File: config.mk
export PLATFORM = sky130hd
export DESIGN_NAME = simon_sound
export DESIGN_NICKNAME = d
export VERILOG_FILES = /design/src/rtl/simon_sound_pkg.sv /design/src/rtl/tone_osc.sv /design/src/rtl/simon_sound.sv
export SDC_FILE = /design/constraint.sdc
export NUM_CORES = 1
export LEC_CHECK = 0
export CORE_MARGIN = 2
export CORE_UTILIZATION = 65
export DETAILED_ROUTE_END_ITERATION = 10
export PLACE_DENSITY = 0.85
export SYNTH_ARGS = -nofsm -noshare
export SYNTH_HDL_FRONTEND = slang
export SYNTH_HIERARCHICAL = 1
export SYNTH_SLANG_ARGS = --single-unit
File: constraint.sdc
create_clock -name clk -period 10 [get_ports clk]
set_input_delay 1 -clock clk [delete_from_list [all_inputs] [get_ports clk]]
set_output_delay 1 -clock clk [all_outputs]
set_load 0.02 [all_outputs]
File: src/rtl/simon_sound_pkg.sv
// Shared definitions for the Simon audio back end: FSM state codes, note
// half periods and the win/lose/high-score jingle tables.
package simon_sound_pkg;

    typedef logic [2:0] state_t;

    localparam state_t ST_IDLE = 3'd0;
    localparam state_t ST_TONE = 3'd1;
    localparam state_t ST_WIN  = 3'd2;
    localparam state_t ST_LOSE = 3'd3;
    localparam state_t ST_HS   = 3'd4;

    // Note codes 0..3 are the four button tones; 4 is the lose buzz.
    typedef logic [2:0] note_t;

    localparam note_t NOTE_BUZZ = 3'd4;

    // Half periods in oscillator ticks.
    localparam int unsigned HP_TONE0 = 1205;
    localparam int unsigned HP_TONE1 = 1613;
    localparam int unsigned HP_TONE2 = 1984;
    localparam int unsigned HP_TONE3 = 2392;
    localparam int unsigned HP_BUZZ  = 11905;

    // Jingle tables: element [i] is the note of step i.
    localparam note_t [3:0] WIN_NOTES = {3'd3, 3'd2, 3'd1, 3'd0};
    localparam note_t [3:0] HS_NOTES  = {3'd0, 3'd3, 3'd0, 3'd3};
    localparam note_t       LOSE_NOTE = NOTE_BUZZ;

    localparam logic [2:0] WIN_BEATS  = 3'd2;
    localparam logic [2:0] LOSE_BEATS = 3'd6;
    localparam logic [2:0] HS_BEATS   = 3'd1;

    localparam int WIN_STEPS  = 4;
    localparam int LOSE_STEPS = 1;
    localparam int HS_STEPS   = 4;

    function automatic int unsigned note_hp(input note_t n);
        case (n)
            3'd0:    return HP_TONE0;
            3'd1:    return HP_TONE1;
            3'd2:    return HP_TONE2;
            3'd3:    return HP_TONE3;
            default: return HP_BUZZ;
        endcase
    endfunction

    function automatic note_t jingle_note(input state_t st, input logic [1:0] idx);
        case (st)
            ST_WIN:  return WIN_NOTES[idx];
            ST_HS:   return HS_NOTES[idx];
            ST_LOSE: return LOSE_NOTE;
            default: return 3'd0;
        endcase
    endfunction

    function automatic logic [2:0] step_beats(input state_t st);
        case (st)
            ST_WIN:  return WIN_BEATS;
            ST_LOSE: return LOSE_BEATS;
            default: return HS_BEATS;
        endcase
    endfunction

    function automatic logic [1:0] last_step(input state_t st);
        case (st)
            ST_WIN:  return 2'(WIN_STEPS - 1);
            ST_LOSE: return 2'(LOSE_STEPS - 1);
            default: return 2'(HS_STEPS - 1);
        endcase
    endfunction

    // Higher rank preempts lower; idle and steady tone rank lowest.
    function automatic logic [1:0] event_rank(input state_t st);
        case (st)
            ST_LOSE: return 2'd3;
            ST_WIN:  return 2'd2;
            ST_HS:   return 2'd1;
            default: return 2'd0;
        endcase
    endfunction

endpackage

File: src/rtl/tone_osc.sv
// Square-wave oscillator: prescaler tick, half-period counter and toggle flop.
module tone_osc #(
    parameter int PRESCALE = 50,
    parameter int HP_W     = 14
) (
    input  logic            clk,
    input  logic            rst,
    input  logic            run,
    input  logic            restart,
    input  logic [HP_W-1:0] hp,
    output logic            wave
);

    localparam int PW = (PRESCALE > 1) ? $clog2(PRESCALE) : 1;

    logic [PW-1:0]   pre;
    logic [HP_W-1:0] hp_cnt;
    logic            tick;

    assign tick = (pre == PW'(PRESCALE - 1));

    // NOTE: state flops use non-blocking assignments so every flop samples
    // pre-edge values regardless of statement order.
    always_ff @(posedge clk or posedge rst) begin
        if (rst) begin
            pre    <= '0;
            hp_cnt <= '0;
            wave   <= 1'b0;
        end else if (!run) begin
            pre    <= '0;
            hp_cnt <= '0;
            wave   <= 1'b0;
        end else if (restart) begin
            // New note or step: phase restarts, output level is kept.
            pre    <= '0;
            hp_cnt <= '0;
        end else begin
            pre <= tick ? '0 : pre + PW'(1);
            if (tick) begin
                if (hp_cnt == hp - HP_W'(1)) begin
                    hp_cnt <= '0;
                    wave   <= ~wave;
                end else begin
                    hp_cnt <= hp_cnt + HP_W'(1);
                end
            end
        end
    end

endmodule

File: src/rtl/simon_sound.sv
// Simon audio back end: button tones and event jingles onto one speaker pin,
// with event priority lose > win > hs and beat-paced jingle steps.
module simon_sound
    import simon_sound_pkg::*;
#(
    parameter int PRESCALE = 50,
    parameter int HP_W     = 14
) (
    input  logic       clk,
    input  logic       rst,
    input  logic [1:0] tone,
    input  logic       tone_ena,
    input  logic       win,
    input  logic       lose,
    input  logic       hs,
    input  logic       beat,
    input  logic       mute,
    output logic       spk,
    output logic       busy
);

    state_t          state, state_nxt, ev_state;
    logic [1:0]      step, step_nxt;
    logic [2:0]      beat_cnt, beat_cnt_nxt;
    note_t           note, note_nxt;
    logic            osc_run, osc_restart, wave;
    logic [HP_W-1:0] hp;

    always_comb begin
        if (lose)      ev_state = ST_LOSE;
        else if (win)  ev_state = ST_WIN;
        else if (hs)   ev_state = ST_HS;
        else           ev_state = ST_IDLE;
    end

    // NOTE: every output of this block gets a default first so no path
    // leaves a value unassigned and no latch is inferred.
    always_comb begin
        state_nxt    = state;
        step_nxt     = step;
        beat_cnt_nxt = beat_cnt;
        if (event_rank(ev_state) > event_rank(state)) begin
            state_nxt    = ev_state;
            step_nxt     = '0;
            beat_cnt_nxt = '0;
        end else begin
            case (state)
                ST_IDLE: if (tone_ena)  state_nxt = ST_TONE;
                ST_TONE: if (!tone_ena) state_nxt = ST_IDLE;
                default: begin
                    if (beat) begin
                        if (beat_cnt == step_beats(state) - 3'd1) begin
                            beat_cnt_nxt = '0;
                            if (step == last_step(state)) begin
                                state_nxt = tone_ena ? ST_TONE : ST_IDLE;
                                step_nxt  = '0;
                            end else begin
                                step_nxt = step + 2'd1;
                            end
                        end else begin
                            beat_cnt_nxt = beat_cnt + 3'd1;
                        end
                    end
                end
            endcase
        end
    end

    always_comb begin
        case (state_nxt)
            ST_IDLE: note_nxt = note;
            ST_TONE: note_nxt = {1'b0, tone};
            default: note_nxt = jingle_note(state_nxt, step_nxt);
        endcase
    end

    // Oscillator control follows the next state so it switches on the same
    // edge as the FSM.
    assign osc_run     = (state_nxt != ST_IDLE);
    assign osc_restart = (state_nxt != state) || (note_nxt != note) || (step_nxt != step);
    assign hp          = HP_W'(note_hp(note));

    always_ff @(posedge clk or posedge rst) begin
        if (rst) begin
            state    <= ST_IDLE;
            step     <= '0;
            beat_cnt <= '0;
            note     <= '0;
            busy     <= 1'b0;
        end else begin
            state    <= state_nxt;
            step     <= step_nxt;
            beat_cnt <= beat_cnt_nxt;
            note     <= note_nxt;
            busy     <= (event_rank(state_nxt) != 2'd0);
        end
    end

    tone_osc #(
        .PRESCALE (PRESCALE),
        .HP_W     (HP_W)
    ) u_osc (
        .clk     (clk),
        .rst     (rst),
        .run     (osc_run),
        .restart (osc_restart),
        .hp      (hp),
        .wave    (wave)
    );

    assign spk = wave & ~mute;

endmodule

==> flow_summary.json <==
{
  "design.die.area_um2": 4820,
  "root_buffer": "clkbuf_8",
  "max_freq_mhz": 198,
  "clock-sinks": 33,
  "overflow": 0,
  "drt_iter0_markers": 218,
  "finalClockSkew_ps": 7.01,
  "rrSetupSlack_ps": 5600,
  "routedWlPerCell_um": 15.4,
  "fin_crit_ps": 5040,
  "grt_pass1_vias": 2306,
  "cp.required_ps": 10200,
  "syn2layout_area_growth_pct": 7.01,
  "crit_type": "input port to flip-flop",
  "synth-main-ff-cell": "dfrtp_1",
  "gp_congestion": 0.897,
  "cts_buffers": 5,
  "pwr-share-seq": 0.225,
  "finalWorstSetupSlack_ps": 4960,
  "peakVddDrop_uv": 173,
  "clockBufferDepth": 2,
  "setup-violations-final": 0,
  "hpwlAfterDp_mm": 4.49,
  "die_h_um": 69.4,
  "whs_endpoint": "u_osc/pre[0]",
  "worst-endpoint-arrival_ps": 5240,
  "yosysWarnings": 6,
  "final.setup.tns_ps": 0,
  "core-area_um2": 4060,
  "clock_latency_ps": 290,
  "hold_buffers": 0,
  "seqCellArea_um2": 826,
  "grt_max_degree": 22,
  "row_count": 23,
  "grt_first_pass_wirelength_mm": 10.7,
  "multiInputGateArea_um2": 1820,
  "p_leak_nw": 1.26,
  "tritoncts": "yes",
  "initial_core_util": 0.686,
  "switching_share": 0.510,
  "yosysSeqAreaShare": 0.297,
  "p_clk_frac": 0.129,
  "routed_via_density": 6.19,
  "max-slew-margin-rel": 0.376,
  "synth_area_um2": 2780,
  "drc": 0,
  "hold_class": "flip-flop to flip-flop",
  "diodes": 0,
  "syn_inst": 335,
  "worst_r2r_endpoint": "u_osc/hp_cnt[5]",
  "drive_above_1_share": 0.0819,
  "cts_resized": 0,
  "power.internal_mw": 0.408,
  "synth_edf_count": 0,
  "cts_max_level": 2,
  "die_width_um": 69.4,
  "netlist-cell-type-count": 67,
  "power_density_nw_per_um2": 280,
  "antenna_left": 0,
  "pre_cts_ws_ps": 4810,
  "rsz0062_at_grt": "no",
  "num_vias": 2426,
  "io_pins": 12,
  "start_kind": "input port",
  "finalNonFillerCells": 392,
  "hold_path_startpoint": "u_osc/pre[0]",
  "cp_max_fo": 11,
  "post-route-period-util": 0.504,
  "r2r_start": "state[2]",
  "hold_violations": 0,
  "drt-pass1-iter-count": 4,
  "status": "finished clean",
  "power_switching_mw": 0.425,
  "syn_avg_cell_area_um2": 8.31,
  "cts_setup_buffers": 0,
  "min_path_cells": 1,
  "nFillCells": 313,
  "p_comb_frac": 0.646,
  "drv_cap": 0,
  "placed_cells": 384,
  "io_buffers": 11,
  "cp-end-kind": "flip-flop",
  "clk_pin_slew_worst_paths_ps": 70,
  "track_usage": 0.271,
  "drt_wl_total_mm": 6.03,
  "drv_slew": 0,
  "worst_slew_pin_slew_ps": 929,
  "reg2reg_depth": 13,
  "async_flop_share": 1.00,
  "nets": 358,
  "grt_antenna_before_repair": 0,
  "ys_ff_latch": 33
}
[cell families after synthesis]
family / share of synthesized area
flops: 0.297
compound gates: 0.197
mux: 0.0265
fa+ha+maj: 0.0315
other cells: 0.00135
simple gates: 0.313
buf+inv: 0.0549
xor+xnor: 0.0787
[registers in the layout, summed over array words and instances (netlist names)]
name          cells
u_osc/pre         6
u_osc/hp_cnt     14
beat_cnt          3
step              2
busy              1
u_osc/wave        1
state             3
note              3
[power by group through the flow]
| stage | Combinational, mW | Sequential [mW] | Clock, mW |
|---|---|---|---|
| global route | 0.598 | 0.191 | 0.115 |
| finish | 0.538 | 0.187 | 0.107 |
| CTS | 0.534 | 0.186 | 0.109 |
| global placement | 0.513 | 0.189 | 0 |
| floorplan | 0.473 | 0.168 | 0 |
| detailed placement | 0.529 | 0.189 | 0 |
[per-stage QoR]
step	instance area [um2]	hold WS [ps]	power, mW	utilization
floorplan	2800	461	0.641	-
global placement	2880	491	0.702	0.710
detailed placement	2880	495	0.718	0.710
CTS	2980	505	0.829	0.734
global route	2980	538	0.904	0.734
finish	2980	502	0.833	0.734
[worst max-delay path, cell delays in order]
cell             delay [ps]
clkdlybuf4s50_1         440
nor2_1                  230
inv_1                   120
ha_1                    300
nor2b_1                 270
o21a_1                  390
nand2_1                 160
a21o_1                  270
o32ai_2                 300
nand2b_1                110
xnor2_1                 130
a221o_1                 360
nor2b_1                 520
nand2_1                 350
o21ai_0                 290
[area by class of cell]
type,count,share of cell area
multi-input cells,273,0.611
flip-flops and latches,33,0.277
repair buffers,11,0.0370
clock buffers,6,0.0277
inverters,17,0.0214
well taps,50,0.0210
clock inverters,2,0.00462
[worst max-delay path by stage]
stage,startpoint,to,slack [ps],depth (start not counted)
2_1_floorplan,lose,u_osc/hp_cnt[6],5820,17
3_3_place_gp,lose,u_osc/hp_cnt[5],5050,15
3_5_place_dp,lose,u_osc/hp_cnt[5],4810,15
4_1_cts,lose,u_osc/hp_cnt[5],5060,15
5_1_grt,lose,u_osc/hp_cnt[5],4580,15
6_report,lose,u_osc/hp_cnt[5],4960,15
[per-layer routing]
metal	track usage	vias up	part of all wire
met5	0	-	0
met4	0.0937	0	0.012
met3	0.0552	11	0.077
met2	0.397	65	0.44
met1	0.396	1120	0.47
li1	-	1230	-
[cells in the final DEF (no fill, tap or decap), types with 3 or more instances in the layout]
cell type        count
and3_1              14
o211ai_1             3
nand2_1             35
nand3b_1             4
or4_1                3
a21oi_1             10
nand3_1             17
nor3_1              10
o21ai_0             24
ha_1                 7
dfrtp_1             33
nor4_1              10
mux2i_1              4
nand2b_1             8
and4_1               3
xnor2_1             12
nor2b_1              8
clkbuf_8             6
xor2_1              13
o21ai_1              5
nor2_1              30
clkdlybuf4s50_1     11
inv_1               17
conb_1               5
[synth_stat cells (4+ instances only)]
| library cell | count | share of area |
|---|---|---|
| nand2_1 | 35 | 0.047 |
| dfrtp_1 | 33 | 0.30 |
| nor2_1 | 30 | 0.040 |
| o21ai_0 | 24 | 0.043 |
| inv_1 | 17 | 0.023 |
| nand3_1 | 17 | 0.031 |
| and3_1 | 14 | 0.031 |
| xor2_1 | 13 | 0.041 |
| xnor2_1 | 12 | 0.038 |
| a21oi_1 | 10 | 0.018 |
| nor3_1 | 10 | 0.018 |
| nor4_1 | 10 | 0.022 |
| clkbuf_1 | 8 | 0.011 |
| nand2b_1 | 8 | 0.018 |
| nor2b_1 | 8 | 0.018 |
| ha_1 | 7 | 0.031 |
| o21ai_1 | 5 | 0.0090 |
| mux2i_1 | 4 | 0.014 |
| nand3b_1 | 4 | 0.011 |
Power figures use the tool's default switching activity.
